## src/rtl/func_ret_reorder_pkg.sv

```systemverilog
// ---------------------------------------------------------------------------
// func_ret_reorder_pkg
//   Constants and types shared between the caller-side return reorder buffer
//   and the function-arbiter return path.
//
//   CALL_SEQ_W : width of a call sequence tag
//   ROB_W      : number of reorder entries (one per tag value)
//   RET_DW     : width of a return value
//   PTR_W      : tag width plus one wrap bit, used for alloc/head pointers
//   ret_pkt_t  : a tagged return packet as carried by the return network
// ---------------------------------------------------------------------------
package func_ret_reorder_pkg;

  localparam int CALL_SEQ_W = 2;
  localparam int ROB_W      = 1 << CALL_SEQ_W;
  localparam int RET_DW     = 32;
  localparam int PTR_W      = CALL_SEQ_W + 1;

  typedef logic [CALL_SEQ_W-1:0] call_seq_t;
  typedef logic [PTR_W-1:0]      rob_ptr_t;

  typedef struct packed {
    logic [CALL_SEQ_W-1:0] seq;
    logic [RET_DW-1:0]     data;
  } ret_pkt_t;

endpackage

```

## src/rtl/func_ret_reorder.sv

```systemverilog
// ---------------------------------------------------------------------------
// func_ret_reorder
//   Caller-side return reorder buffer. Every accepted call is given the next
//   sequence tag; tagged returns arriving in any order are parked in the
//   matching entry and handed back to the caller strictly in issue order.
//
// Ports
//   clk          clock, all state updates on the rising edge
//   rstn         asynchronous active-low reset
//   call_valid   caller wants to issue a call
//   call_ready   a tag is free (fewer than ROB_W calls outstanding)
//   call_seq     tag given to the call accepted this cycle
//   ret_valid    return packet present, always accepted
//   ret_seq      tag of the returning call
//   ret_data     return value
//   out_valid    the oldest outstanding call has its return available
//   out_ready    caller consumes the return
//   out_seq      tag of the delivered return
//   out_data     delivered return value
//   outstanding  calls issued and not yet delivered
//   err_unexp    one-cycle pulse: a return for a tag not pending or already
//                filled was dropped on the previous cycle
// ---------------------------------------------------------------------------
module func_ret_reorder
  import func_ret_reorder_pkg::*;
(
  input  logic                  clk,
  input  logic                  rstn,
  input  logic                  call_valid,
  output logic                  call_ready,
  output logic [CALL_SEQ_W-1:0] call_seq,
  input  logic                  ret_valid,
  input  logic [CALL_SEQ_W-1:0] ret_seq,
  input  logic [RET_DW-1:0]     ret_data,
  output logic                  out_valid,
  input  logic                  out_ready,
  output logic [CALL_SEQ_W-1:0] out_seq,
  output logic [RET_DW-1:0]     out_data,
  output logic [CALL_SEQ_W:0]   outstanding,
  output logic                  err_unexp
);

  rob_ptr_t          alloc_ptr;
  rob_ptr_t          head_ptr;
  logic [ROB_W-1:0]  pending;
  logic [ROB_W-1:0]  done;
  logic [RET_DW-1:0] data_q [ROB_W];

  call_seq_t alloc_idx;
  call_seq_t head_idx;
  logic      call_accept;
  logic      ret_accept;
  logic      pop;

  // The wrap bit makes alloc_ptr - head_ptr range over 0..ROB_W, so full and
  // empty are distinguishable. call_ready depends only on registered state,
  // so a pop in the same cycle never frees a slot for a call.
  assign alloc_idx   = alloc_ptr[CALL_SEQ_W-1:0];
  assign head_idx    = head_ptr[CALL_SEQ_W-1:0];
  assign outstanding = alloc_ptr - head_ptr;
  assign call_ready  = (outstanding != PTR_W'(ROB_W));
  assign call_seq    = alloc_idx;

  // A return is kept only for a tag that is waiting and not yet filled.
  // A head slot being popped is already done, so a return to it this cycle
  // is rejected as unexpected.
  assign call_accept = call_valid && call_ready;
  assign ret_accept  = ret_valid && pending[ret_seq] && !done[ret_seq];

  assign out_valid = done[head_idx];
  assign out_seq   = head_idx;
  assign out_data  = data_q[head_idx];
  assign pop       = out_valid && out_ready;

  // Call, return and pop always touch different slots (a call cannot target
  // the head while full, a return cannot target a done slot), so each update
  // is written independently and none of them override each other.
  always_ff @(posedge clk or negedge rstn) begin
    if (!rstn) begin
      alloc_ptr <= '0;
      head_ptr  <= '0;
      pending   <= '0;
      done      <= '0;
      err_unexp <= 1'b0;
      for (int i = 0; i < ROB_W; i++) begin
        data_q[i] <= '0;
      end
    end else begin
      err_unexp <= ret_valid && !ret_accept;

      if (call_accept) begin
        pending[alloc_idx] <= 1'b1;
        alloc_ptr          <= alloc_ptr + PTR_W'(1);
      end

      if (ret_accept) begin
        data_q[ret_seq] <= ret_data;
        done[ret_seq]   <= 1'b1;
      end

      if (pop) begin
        pending[head_idx] <= 1'b0;
        done[head_idx]    <= 1'b0;
        head_ptr          <= head_ptr + PTR_W'(1);
      end
    end
  end

endmodule

```

## config.mk

```make
export PLATFORM = sky130hd
export DESIGN_NAME = func_ret_reorder
export DESIGN_NICKNAME = d
export VERILOG_FILES = /design/src/rtl/func_ret_reorder_pkg.sv /design/src/rtl/func_ret_reorder.sv
export SDC_FILE = /design/constraint.sdc
export NUM_CORES = 1
export LEC_CHECK = 0
export CORE_ASPECT_RATIO = 0.9
export CORE_UTILIZATION = 52
export CTS_BUF_LIST = sky130_fd_sc_hd__clkbuf_4
export DETAILED_ROUTE_END_ITERATION = 16
export PLACE_DENSITY = 0.81
export SLEW_MARGIN = 0
export SYNTH_ARGS = -nofsm -noshare
export SYNTH_HDL_FRONTEND = slang
export SYNTH_SLANG_ARGS = --single-unit
```

## constraint.sdc

```tcl
create_clock -name clk -period 1.9 [get_ports clk]
set_clock_uncertainty 0.05 [all_clocks]
set_input_delay 0.38 -clock clk [delete_from_list [all_inputs] [get_ports clk]]
set_output_delay 0.38 -clock clk [all_outputs]
set_load 0.05 [all_outputs]
```

# Word-level counts from Yosys, hierarchy flattened
# Cells that the tools add are included.
[word_totals]
reg_bits = 143
latch_bits = 0
ramBits = 0
rom_bits = 0
input_bits = 39
output_inout_bits = 42
wordCells = 62
mem_count = 0
[classes]
n_addsub = 3
multipliers = 0
n_div = 0
order_cmp = 9
n_eq_ne = 1
n_shift = 0
muxes = 22
bitwise_logic = 7
n_reduce_logical = 11
[ops]
columns = ["cell", "n"]
rows = [
  ["128-bit bitwise mux", 1],
  ["32-bit 2-to-1 mux", 3],
  ["32-bit binary-select mux with 2-bit select", 1],
  ["32-bit demux with 2-bit select", 1],
  ["4-bit 2-to-1 mux", 4],
  ["1-bit logical AND", 9],
  ["2-bit by 3-bit < comparator with 1-bit output, second input constant", 3],
  ["4-bit bitwise AND", 2],
  ["4-bit OR", 2],
  ["3-bit by 1-bit adder with 3-bit output, second input constant", 2],
  ["1-bit binary-select mux with 2-bit select", 3],
  ["1-bit demux with 2-bit select", 3],
  ["2-bit by 1-bit >= comparator with 1-bit output, second input constant", 3],
  ["3-bit >= comparator, second input constant", 2],
  ["1-bit 2-to-1 mux", 6],
  ["2-bit NOT with 3-bit output", 2],
  ["4-bit NOT", 1],
  ["3-bit by 1-bit < comparator with 1-bit output, second input constant", 1],
  ["3-bit != test, second input constant", 1],
  ["3-bit subtractor", 1],
  ["1-bit logical NOT", 2],
]

# Logic depth before layout (Yosys ltp)
[depth]
word_depth = 8
mapped_depth = 6
depth_no_buf = 6

# Worst setup path after synthesis
# No wires, ideal clock.
[synth_path]
path_type = "register to output"
from = "reg alloc_ptr[0]"
to = "out call_ready"
t_arrival_ns = 2.201
required_ns = 1.470
slack_ns = -0.731
path_stages_with_launch = 7
n_path_buf = 0
cell_sequence = "dfrtp_1 -> inv_1 -> ha_1 -> fa_1 -> xnor3_1 -> inv_1 -> nand3_1"
[synth_via]
elab_chain_cells = 2
[synth_lines]
columns = ["item", "line", "text"]
rows = [
  ["from (decl)", "func_ret_reorder.sv:43", "rob_ptr_t alloc_ptr;"],
  ["from (signal assigned)", "func_ret_reorder.sv:93", "alloc_ptr <= alloc_ptr + PTR_W'(1);"],
  ["3-bit subtractor", "func_ret_reorder.sv:60", "assign outstanding = alloc_ptr - head_ptr;"],
  ["via outstanding[2]", "func_ret_reorder.sv:39", "output logic [CALL_SEQ_W:0] outstanding,"],
  ["3-bit != test", "func_ret_reorder.sv:61", "assign call_ready = (outstanding != PTR_W'(ROB_W));"],
  ["to (decl)", "func_ret_reorder.sv:30", "output logic call_ready,"],
]
# The timed path passes the listed nets, and every way through them passes these cells.

# Final worst setup path
[layout_path]
from = "reg head_ptr[0]"
to = "out call_ready"
[layout_via]
elab_chain_cells = 2
[layout_lines]
columns = ["item", "line", "text"]
rows = [
  ["from (decl)", "func_ret_reorder.sv:44", "rob_ptr_t head_ptr;"],
  ["from (signal assigned)", "func_ret_reorder.sv:104", "head_ptr <= head_ptr + PTR_W'(1);"],
  ["3-bit subtractor", "func_ret_reorder.sv:60", ""],
  ["3-bit != test", "func_ret_reorder.sv:61", ""],
]
# Every way passes these cells.

==> Implementation_results.wiki <==
{| class="wikitable"
! Metric !! Value
|-
| Largest buffer count on any clock path || 2
|-
| Worst Max-Slew Pin Slew || about 0.32 ns
|-
| Via-to-Cell Ratio || roughly 5.6
|-
| Diodes inserted || 0
|-
| Count of standard-cell rows || 38
|-
| H-tree levels || 4
|-
| Area of the core || roughly 0.012 sq mm
|-
| Clock Pin Slew Worst Setup and Hold Paths || 0.11 ns
|-
| Fmax || slightly below 0.4 GHz
|-
| DRC violations left || 0
|-
| Worst setup path class || flip-flop to primary output
|-
| Largest net degree at the start of global routing || a little over 60
|-
| Count of input and output buffers || 80
|-
| Launch point of the worst reg-to-reg path || head_ptr[0]
|-
| Number of I/O pins || 81
|-
| Top flip-flop cell by instance count after synthesis || dfrtp_1
|-
| Data arrival time at the worst-slack endpoint || about 2.1 ns
|-
| Fraction of final layout cells with drive strength greater than 1 || roughly 56%
|-
| Via count || slightly below 4000
|-
| Class of the tightest hold or removal check || input port to asynchronous set/reset pin
|-
| Overall routing resource usage || roughly 23%
|-
| Root Driver || clkbuf_4
|-
| Area of the die || approximately 0.013 sq mm
|-
| Antenna violations before repair || 0
|-
| Violations in the final reports || setup timing
|-
| Crit Reg-Reg Endpoint || pending[1]
|-
| RSZ-0062 raised after global routing || true
|-
| Count of nets left with antenna violations after detail routing || 0
|-
| Async set-or-reset flop fraction in the synthesized netlist || 100%
|-
| Number of hold violations in the final report || 0
|-
| Worst-path maximum fanout || 2
|-
| Detailed-route wire length per cell || ~19 microns
|-
| TritonCTS Buffers || 17
|-
| Total of endpoints with negative setup slack in the final report || 43
|-
| Net total in the final layout || 573
|-
| Max-slew violation total from the final report || 0
|-
| Drt total wl || approximately 13000 microns
|-
| Iteration-0 DRC Markers || around 210
|-
| CP Capture Type || primary output
|-
| Number of global-route vias before repair || approximately 4300
|-
| Detailed placer's ending HPWL || 8700 microns
|-
| Worst slack at placement || -0.280 ns
|-
| Latest clock arrival within the worst-skew pair || between 0.5 and 0.6 ns
|-
| Number of synthesis warnings || 0
|-
| Flip-flop and latch count after synthesis || 143
|-
| Starting density of the core || between 50% and 60%
|-
| Flop2flop setup slack || -0.22 ns
|-
| Post-Syn Area || 0.00650 sq mm
|-
| Final critical delay including setup and external delays || 2.55 ns
|-
| Count of max-cap constraint violations || 0
|-
| First-pass GRT wire length || around 22000 microns
|-
| Mapped Cells || 400
|-
| Number of flops mapped to enable cells by yosys || 0
|-
| Share of the cycle needed by the critical path after routing || 134%
|-
| Outcome || finished, violations left
|-
| Worst slew margin relative to its limit || 78.8%
|-
| Drt pass-1 iters || 4
|-
| Cell depth of the worst flop-to-flop path || 8
|-
| Chip Width || roughly 120 microns
|-
| Final weighted congestion of routability-driven global placement || 0.807
|-
| TritonCTS clock tree || done
|-
| CTS Sinks || 143
|-
| Data required time of the worst path || between 1 and 1.5 ns
|-
| Share of the yosys chip area belonging to registers || between 50% and 60%
|-
| Number of nets in the synthesized netlist || 449
|-
| Area growth, synth to finish || 27.4%
|-
| Die Span Y || about 110 microns
|-
| Synthesized area divided by synthesized cell count || ~16 sq um
|-
| Global-route congestion overflow total || 0
|-
| Final worst slack || -0.651 ns
|-
| Synth cell types || 38
|-
| Startpoint Class || flip-flop
|}
==> layer usage <==
metal / vias up / GRT usage [%] / share of wire, %
met5: - / 0 / 0
met4: 0 / 9.91 / 1.6
met3: 20 / 5.33 / 3.8
met2: 93 / 37.9 / 51
met1: 2047 / 29.5 / 44
li1: 1736 / - / -
==> worst max-delay path, cell delays in order, from the launching register on <==
cell	delay, ns
dfrtp_2	0.45
ha_4	0.17
fa_2	0.34
xnor3_2	0.27
clkinvlp_4	0.14
nand3_4	0.09
buf_12	0.13
==> cell usage after synthesis (all sizes together) (2+ instances only) <==
cell     instances  area share [%]
o21ai            2            0.21
o22ai            2            0.19
nor2             3            0.33
a22oi            4            0.46
a2bb2oi          3            0.40
mux4            32              11
a21oi            2            0.15
ha               9             1.7
dfrtp          143              55
nor3             2            0.15
nand3b           3            0.35
inv             12            0.69
nand3            3            0.23
buf             23             2.8
o211ai           3            0.35
nand2            6            0.35
mux2i            3            0.46
mux2           131              23
xor2             2            0.27
==> cell type report <==
cell class	instances	area, sq um
inverters	12	48.8
flip-flops and latches	143	3580
clock inverters	14	174
clock buffers	17	128
fillers	856	3840
well taps	160	200
repair buffers	129	1360
multi-input cells	221	2790
==> how the worst max path moves through the flow <==
stage	depth (start not counted)	slack, ns	endpoint	from
global placement	5	-0.25	data_q[69]	ret_seq[1]
detailed placement	5	-0.28	data_q[73]	ret_seq[1]
CTS	6	-0.70	call_ready	head_ptr[0]
finish	6	-0.65	call_ready	head_ptr[0]
global route	6	-0.76	call_ready	head_ptr[0]
floorplan	6	-0.35	call_ready	alloc_ptr[0]
==> repair_timing <==
item / 4_1_cts / 5_1_grt
pin swaps: 2 / 1
endpoints found under the hold margin: 143 / 0
gates resized for setup: 14 / 7
gates cloned: 1 / 0
hold buffers: 1 / 0
setup buffers: 9 / 2
setup endpoints to repair: 42 / 45
==> stage by stage <==
step	area, sq um	utilization [%]	TNS, ns	cells	hold WS, ns
2_1_floorplan	6560	-	-0.552	400	0.0344
3_3_place_gp	7740	63.9	-29.25	652	0.205
3_5_place_dp	7740	63.9	-30.32	652	0.212
4_1_cts	8230	67.9	-23.15	694	0.179
5_1_grt	8280	68.3	-25.51	696	0.177
6_report	8280	68.3	-20.82	696	0.204
==> state kept, by name, summed over array words and instances (netlist names) <==
signal and count:
done 4, data_q 128, pending 4, head_ptr 3
alloc_ptr 3, err_unexp 1
==> cell usage in the layout, fill, tap and decap left out, types with 4 or more instances in the layout <==
cell type,n
inv_2,4
ha_1,8
clkinv_1,4
buf_12,19
mux2_2,129
nand2_1,5
clkbuf_4,17
dfrtp_1,141
inv_1,7
mux4_2,32
buf_6,8
clkdlybuf4s50_1,37
bufinv_16,4
buf_4,63
a22oi_1,4
==> cells by family after synthesis <==
kind of cell	synth area share, %
xor+xnor	0.751
simple gates	2.12
mux	34.2
fa+ha+maj	2.04
buf+inv	3.52
compound gates	2.29
flops	55.0
Power is not shown: default switching activity piles up to over one toggle a cycle in this logic, so the estimate is an artifact.
